`src/rtl/sevenseg_pkg.sv`:
```
// Shared types and segment constants for the 4-digit seven-segment scan controller.
// All segment and anode encodings are active-low to match the common-anode board.
package sevenseg_pkg;

    typedef logic [6:0] seg_t;
    typedef logic [3:0] anode_t;

    localparam seg_t   SEG_BLANK = 7'h7F;
    localparam anode_t ANODE_OFF = 4'hF;

    // Segment order is {a,b,c,d,e,f,g}; index is the hex nibble value.
    localparam seg_t HEX2SEG [16] = '{
        7'b0000001, 7'b1001111, 7'b0010010, 7'b0000110,
        7'b1001100, 7'b0100100, 7'b0100000, 7'b0001111,
        7'b0000000, 7'b0000100, 7'b0001000, 7'b1100000,
        7'b0110001, 7'b1000010, 7'b0110000, 7'b0111000
    };

    function automatic seg_t hexToSeg(input logic [3:0] nibble);
        return HEX2SEG[nibble];
    endfunction

endpackage

```
`src/rtl/sevenseg_scan_ctrl_tick.sv`:
```
// Refresh prescaler: free-running counter that raises tick once every DIV cycles.
module refresh_tick_gen #(
    parameter int DIV = 100000
) (
    input  logic clk_100MHz,
    input  logic rst,
    output logic tick
);

    localparam int CNT_W = (DIV > 1) ? $clog2(DIV) : 1;

    logic [CNT_W-1:0] r_count;

    assign tick = (r_count == CNT_W'(DIV - 1));

    always_ff @(posedge clk_100MHz or posedge rst) begin
        if (rst) begin
            r_count <= '0;
        end else if (tick) begin
            r_count <= '0;
        end else begin
            r_count <= r_count + 1'b1;
        end
    end

endmodule

```
`src/rtl/sevenseg_scan_ctrl.sv`:
```
// Time-multiplexed 4-digit display scanner with a double-buffered value input.
// New values are latched into a pending buffer and only become visible at a frame boundary.
module sevenseg_scan_ctrl
    import sevenseg_pkg::*;
#(
    parameter int REFRESH_DIV = 100000
) (
    input  logic        clk_100MHz,
    input  logic        rst,
    input  logic        enable,
    input  logic        blank_lz,
    input  logic [15:0] value_in,
    input  logic        value_valid,
    output logic        value_ready,
    output logic [3:0]  Anode_Activate,
    output logic [6:0]  LED_out,
    output logic        frame_done
);

    logic        w_tick;
    logic        w_frameBoundary;
    logic        w_accept;
    logic        w_blank;
    logic [3:0]  w_nibble;

    logic [1:0]  r_digitIdx;
    logic [15:0] r_activeVal;
    logic [15:0] r_pendVal;
    logic        r_pending;
    anode_t      r_anode;
    seg_t        r_seg;
    logic        r_frameDone;

    refresh_tick_gen #(
        .DIV (REFRESH_DIV)
    ) u_tick (
        .clk_100MHz (clk_100MHz),
        .rst        (rst),
        .tick       (w_tick)
    );

    assign w_frameBoundary = w_tick && (r_digitIdx == 2'd3);
    assign w_accept        = value_valid && !r_pending;
    assign w_nibble        = r_activeVal[r_digitIdx*4 +: 4];

    // A digit is blank only when it and every more-significant nibble are zero.
    always_comb begin
        w_blank = 1'b0;
        if (blank_lz) begin
            case (r_digitIdx)
                2'd3:    w_blank = (r_activeVal[15:12] == 4'h0);
                2'd2:    w_blank = (r_activeVal[15:8] == 8'h00);
                2'd1:    w_blank = (r_activeVal[15:4] == 12'h000);
                default: w_blank = 1'b0;
            endcase
        end
    end

    always_ff @(posedge clk_100MHz or posedge rst) begin
        if (rst) begin
            r_digitIdx  <= 2'd0;
            r_activeVal <= 16'h0000;
            r_pendVal   <= 16'h0000;
            r_pending   <= 1'b0;
            r_anode     <= ANODE_OFF;
            r_seg       <= SEG_BLANK;
            r_frameDone <= 1'b0;
        end else begin
            r_frameDone <= w_frameBoundary;

            if (w_tick) begin
                r_digitIdx <= r_digitIdx + 2'd1;
            end

            // Accept and transfer are mutually exclusive because accept needs an empty buffer.
            if (w_frameBoundary && r_pending) begin
                r_activeVal <= r_pendVal;
                r_pending   <= 1'b0;
            end

            if (w_accept) begin
                r_pendVal <= value_in;
                r_pending <= 1'b1;
            end

            if (!enable || w_blank) begin
                r_anode <= ANODE_OFF;
                r_seg   <= SEG_BLANK;
            end else begin
                r_anode <= ~(4'b0001 << r_digitIdx);
                r_seg   <= hexToSeg(w_nibble);
            end
        end
    end

    assign value_ready    = ~r_pending;
    assign Anode_Activate = r_anode;
    assign LED_out        = r_seg;
    assign frame_done     = r_frameDone;

endmodule

```
`config.mk`:
```
export PLATFORM = sky130hd
export DESIGN_NAME = sevenseg_scan_ctrl
export DESIGN_NICKNAME = d
export VERILOG_FILES = /design/src/rtl/sevenseg_pkg.sv /design/src/rtl/sevenseg_scan_ctrl_tick.sv /design/src/rtl/sevenseg_scan_ctrl.sv
export SDC_FILE = /design/constraint.sdc
export NUM_CORES = 1
export LEC_CHECK = 0
export ABC_CLOCK_PERIOD_IN_PS = 3760
export CORE_AREA = 2 2 120 64
export CTS_BUF_LIST = sky130_fd_sc_hd__clkbuf_16
export DETAILED_ROUTE_END_ITERATION = 10
export DIE_AREA = 0 0 122 66
export PLACE_DENSITY = 0.68
export SLEW_MARGIN = 25
export SYNTH_ARGS = -nofsm -noshare
export SYNTH_HDL_FRONTEND = slang
export SYNTH_HIERARCHICAL = 1
export SYNTH_SLANG_ARGS = --single-unit
```
`constraint.sdc`:
```
create_clock -name clk_100MHz -period 3.76 [get_ports clk_100MHz]
set_input_delay 1.128 -clock clk_100MHz [delete_from_list [all_inputs] [get_ports clk_100MHz]]
set_output_delay 1.128 -clock clk_100MHz [all_outputs]
set_load 0.01 [all_outputs]
```
# After elaboration in Yosys (flattened, before gate mapping)
# Memory sizes are Yosys's and may differ from the RTL's.
# Cells that the tools add are included.
[totals]
inputBits = 21
output_inout_bits = 13
mem_bits_ro = 112
reg_bits = 64
n_memories = 1
[classes]
n_bitwise = 3
n_eq_ne = 4
reduce_logical = 10
n_mux = 9
n_lt_le_gt_ge = 1
n_shift = 2
n_addsub = 2
[memory_table]
columns = ["name", "words", "width", "read_ports", "rd_clocked_by_memory_dff", "write_ports", "line_no", "text"]
rows = [
  ["(no name shown)", 16, 7, 1, 0, 0, "sevenseg_pkg.sv:20", "return HEX2SEG[nibble];"],
]
[ops]
columns = ["op", "count"]
rows = [
  ["$mux W7", 3],
  ["$add A17 B1 Y17 const B", 1],
  ["$eq A17 B17 Y1 const B", 1],
  ["$mux W17", 1],
  ["$shiftx A16 B5 Y4", 1],
  ["$logic_not A12 Y1", 1],
  ["$logic_not A8 Y1", 1],
  ["$ge A5 B5 Y1 const B", 1],
  ["$not A4 Y5", 1],
  ["$eq A2 B2 Y1 const B", 2],
  ["$logic_not A4 Y1", 1],
  ["$mux W4", 1],
  ["$not A4 Y4", 1],
  ["$shl A1 B2 Y4 const A", 1],
  ["$logic_and A1 B1 Y1", 3],
  ["$mux W1", 3],
  ["$pmux W1 S3", 1],
  ["$add A2 B1 Y2 const B", 1],
  ["$eq A2 B1 Y1 const B", 1],
  ["$logic_not A1 Y1", 2],
  ["$reduce_bool A2 Y1", 1],
  ["$logic_or A1 B1 Y1", 1],
  ["$not A1 Y1", 1],
]

# Depth between registers and ports, before layout
[depth]
depth_word = 6
depth_mapped = 9
ltp_nobuf = 7

# Cells and area by module
# The synthesis kept the hierarchy.
[by_module_without_submodules]
columns = ["mod", "cells_each", "area_each_um2", "n_inst", "seq_area_each_um2"]
rows = [
  ["sevenseg_scan_ctrl", 161, 2227.1, 1, 1189.9],
  ["refresh_tick_gen", 75, 825.8, 1, 425.4],
]

# Worst setup path after synthesis
# Ideal clock, no wire load.
[synth_path]
path_type = "input to register"
startpoint = "input blank_lz"
endpoint = "register r_seg[4] (netlist: LED_out[4])"
cell_stages = 4
t_arrival_ns = 2.139
setup_time_ns = 0.098
slack_ns = 1.523
cell_sequence = "or4b_1 > o41a_1 > buf_6 > o311ai_1"
[synth_via]
elab_chain_len = 3
[synth_rtl]
columns = ["element", "line_no", "text"]
rows = [
  ["start, declared", "sevenseg_scan_ctrl.sv:11", "input logic blank_lz,"],
  ["$mux W1", "sevenseg_scan_ctrl.sv:49", "if (blank_lz) begin"],
  ["$logic_or A1 B1 Y1", "sevenseg_scan_ctrl.sv:86", "if (!enable || w_blank) begin"],
  ["$mux W7", "sevenseg_scan_ctrl.sv:86", ""],
  ["end signal, assigned", "sevenseg_scan_ctrl.sv:91", "r_seg <= hexToSeg(w_nibble);"],
  ["end, declared", "sevenseg_scan_ctrl.sv:31", "seg_t r_seg;"],
]
# Every way passes these cells.
# A chain may end at the register's enable or synchronous reset.

# Worst setup path after layout
[layout_path]
startpoint = "register r_anode[0] (netlist: Anode_Activate[0])"
endpoint = "output Anode_Activate[0]"
[layout_rtl]
columns = ["element", "line_no", "text"]
rows = [
  ["start, declared", "sevenseg_scan_ctrl.sv:30", "anode_t r_anode;"],
  ["start signal, assigned", "sevenseg_scan_ctrl.sv:90", "r_anode <= ~(4'b0001 << r_digitIdx);"],
  ["end, declared", "sevenseg_scan_ctrl.sv:15", "output logic [3:0] Anode_Activate,"],
]
# No word-level cell between the ends.

==> results.ini <==
[run_status]
status = finished, final reports clean

[sta]
timing.fmax_mhz = 399
rsz0062_at_grt = false
finalSetupViolCount = 0
holdWs_ps = 495
post-route-period-util = 0.667
slew_headroom = 0.466
worst_slew_pin_slew_ps = 801
worst_slack_ps = 1250
fin_crit_ps = 2510
slew_violations = 0
tns_ps = 0
skew_ps = 6.09
hold_viol = 0

[die]
initial_utilization = 0.435
die_w_um = 122
die_y_um = 66
num_io_pins = 34
core_region_area_mm2 = 0.00702
num_rows = 22
die_area_mm2 = 0.00805

[logic_synthesis]
synth_cells = 236
synth_top_cell_area_share = 0.434
synth_compound_area_frac = 0.0422
synth_largest_area_cell = dfrtp_1
ys_seq_area_frac = 0.529
synthMuxAreaShare = 0.175
synth.avg_cell_area_um2 = 12.9
synth_top_family_by_area = multiplexers
synth_area_leaders = dfrtp_1, mux2_2, dfstp_2, ha_1, xnor2_1
synth-simple-area-share = 0.122
synth_nets = 269
yosys.area_share.xor_xnor = 0.0516
ys_warn_count = 6
ys_seq_elements = 64
syn_area_mm2 = 0.00305
yosys.area_share.adder = 0.0492
synthDistinctLibCells = 44

[clocking]
cts.sinks = 64
insertion_delay_ps = 330
cts_buffers = 9
h-tree-depth = 3
post_cts_resized = 0
cts_max_path_buffers = 2
cts-hold-fix-buffers = 0
clockRootBuffer = clkbuf_16
post_cts_buffers = 0
cts_tree = done
cts.clk_slew.worst_paths_ps = 50

[finish]
layout.cells.non_filler = 376
final_common_cell = dfrtp_1
synthToLayoutAreaGrowth_pct = 22.6
fillers = 609
antenna_cells = 0
drive_gt1_frac = 0.250
finish.utilization = 0.533
finalNetCount = 308
layout_common_cells = dfrtp_1, mux2_2, clkdlybuf4s50_1, nand2_1, xnor2_1

[drt]
drtPass1Iterations = 4
routed_wl_um = 5640
routedWlPerCell_um = 15.0
antenna_left = 0
vias_per_cell = 5.13
drtIter0Drc = 166
drc = 0
dr_total_vias = 1929

[worst_setup_path]
crit_required_ps = 2630
crit_chain = clkdlybuf4s50_1
critical_path_class = flop to primary output
crit_family = flip-flops
worst_ep_arrival_time_ps = 1380
slowest_delay_ps = 520
worstSetupStartpointType = flop
crit_fanout = 1
critical_path_buf_inv_count = 1
end_kind = primary output
cpMaxStageDelayCell = dfstp_2

[pwr]
swShare = 0.202
power_density_mw_per_mm2 = 422
power_frac_comb = 0.044
peakVddDrop_mv = 0.217
clockPowerShare = 0.493
p_leak_nw = 1.61
internal_power_w = 0.00126
switching_power_w = 0.000319
seq_power_share = 0.463

[min_path]
hp-class = flop to flop

[grt]
overflow = 0
grt_start_max_net_pins = 48
grt_use_total = 0.168
antenna_found_initial = 0
grt_pass1_wl_um = 9950
grt_pass1_vias = 1962

[place]
gp_congestion = 0.897
portBuffers = 33
dp_cells = 360
place_ws_ps = 960
hpwl_um = 3970

[flow_run]
cap_violations = 0

==> cells by family (layout without fill, tap and decap cells) <==
family          after synthesis  after routing
compound gates               17             17
mux                          44             44
simple gates                 64             64
flops                        64             64
buf+inv                      17             61
fa+ha+maj                    12             12
xor+xnor                     18             18
==> metrics by stage <==
stage               total power, W  cell area [um^2]
floorplan                 0.000775              3050
global placement          0.000813              3460
detailed placement        0.000815              3460
CTS                        0.00160              3740
global route               0.00164              3740
finish                     0.00158              3740
==> path summary, 6_finish.rpt <==
| check | start | endpoint | slack [ps] | cells past startpoint |
|---|---|---|---|---|
| worst max-delay path | Anode_Activate[0] | Anode_Activate[0] | 1250 | 1 |
| worst min-delay path | u_tick/r_count[0] | u_tick/r_count[0] | 500 | 1 |
| worst max register to register | u_tick/r_count[0] | r_activeVal[5] | 1400 | 7 |
| worst min register to register | u_tick/r_count[0] | u_tick/r_count[0] | 500 | 1 |
| min in group asynchronous | rst | u_tick/r_count[8] | 1240 | 2 |
| max in group asynchronous | rst | frame_done | 2000 | 2 |
==> worst reg2reg max path, cell delays in order (launching register included) <==
cell and delay, ps:
dfrtp_1 390, ha_1 220, nand3_1 130, nor2_1 200, and4_1 250, and2_1 150
nand2_1 430, mux2_2 460
==> cell usage after synthesis <==
master / n
and2_1: 2
mux2i_4: 1
nand4_1: 4
o311ai_1: 2
o221ai_1: 2
inv_1: 10
nor4_1: 3
mux2i_1: 5
mux2i_2: 2
and4_1: 2
o21ai_0: 2
nand3_1: 6
dfstp_2: 11
xor2_1: 5
a211oi_1: 1
mux4_1: 1
nor4_2: 2
nor3b_1: 2
mux2_2: 33
o21ai_2: 1
o21a_1: 1
nand4_4: 1
dfrtp_1: 53
mux2_4: 1
o21ai_1: 1
nor4_4: 1
mux4_2: 1
and2_4: 1
o311ai_2: 1
o41a_1: 1
ha_1: 12
or4b_1: 1
nand2_1: 17
a21o_1: 1
nor2b_1: 2
buf_6: 2
clkbuf_8: 1
a21oi_1: 4
nor2_1: 12
clkbuf_1: 1
buf_2: 3
xnor2_1: 13
nor3_1: 7
nand4bb_1: 1
==> flip-flops by register name, summed over array words and instances, names as in the netlist <==
register / count
Anode_Activate: 4
r_pendVal: 16
r_activeVal: 16
r_digitIdx: 2
r_pending: 1
LED_out: 7
frame_done: 1
u_tick/r_count: 17
==> routing by layer <==
| layer | vias up | track usage | wire length, um |
|---|---|---|---|
| met4 | 0 | 0.0848 | 128 |
| met5 | - | 0 | 0 |
| li1 | 918 | - | - |
| met1 | 950 | 0.245 | 3030 |
| met2 | 48 | 0.212 | 2120 |
| met3 | 13 | 0.0655 | 357 |
==> layout make-up <==
class | instances | area, um^2 | area share
Clock buffer | 9 | 225 | 0.0602
Clock inverter | 7 | 53.8 | 0.0144
Inverter | 10 | 38.8 | 0.0104
Multi-Input combinational cell | 155 | 1350 | 0.359
Sequential cell | 64 | 1620 | 0.431
Tap cell | 96 | 120 | 0.0321
Timing Repair Buffer | 35 | 345 | 0.0922
==> power groups by stage <==
| stage | combinational, W | sequential [W] | clock [W] |
|---|---|---|---|
| 3_3_place_gp | 0.0000694 | 0.000743 | 0 |
| 2_1_floorplan | 0.0000350 | 0.000740 | 0 |
| 4_1_cts | 0.0000711 | 0.000733 | 0.000792 |
| 6_report | 0.0000691 | 0.000732 | 0.000779 |
| 3_5_place_dp | 0.0000708 | 0.000744 | 0 |
| 5_1_grt | 0.0000780 | 0.000736 | 0.000828 |
Note: power is estimated with default switching activity, not from simulation.
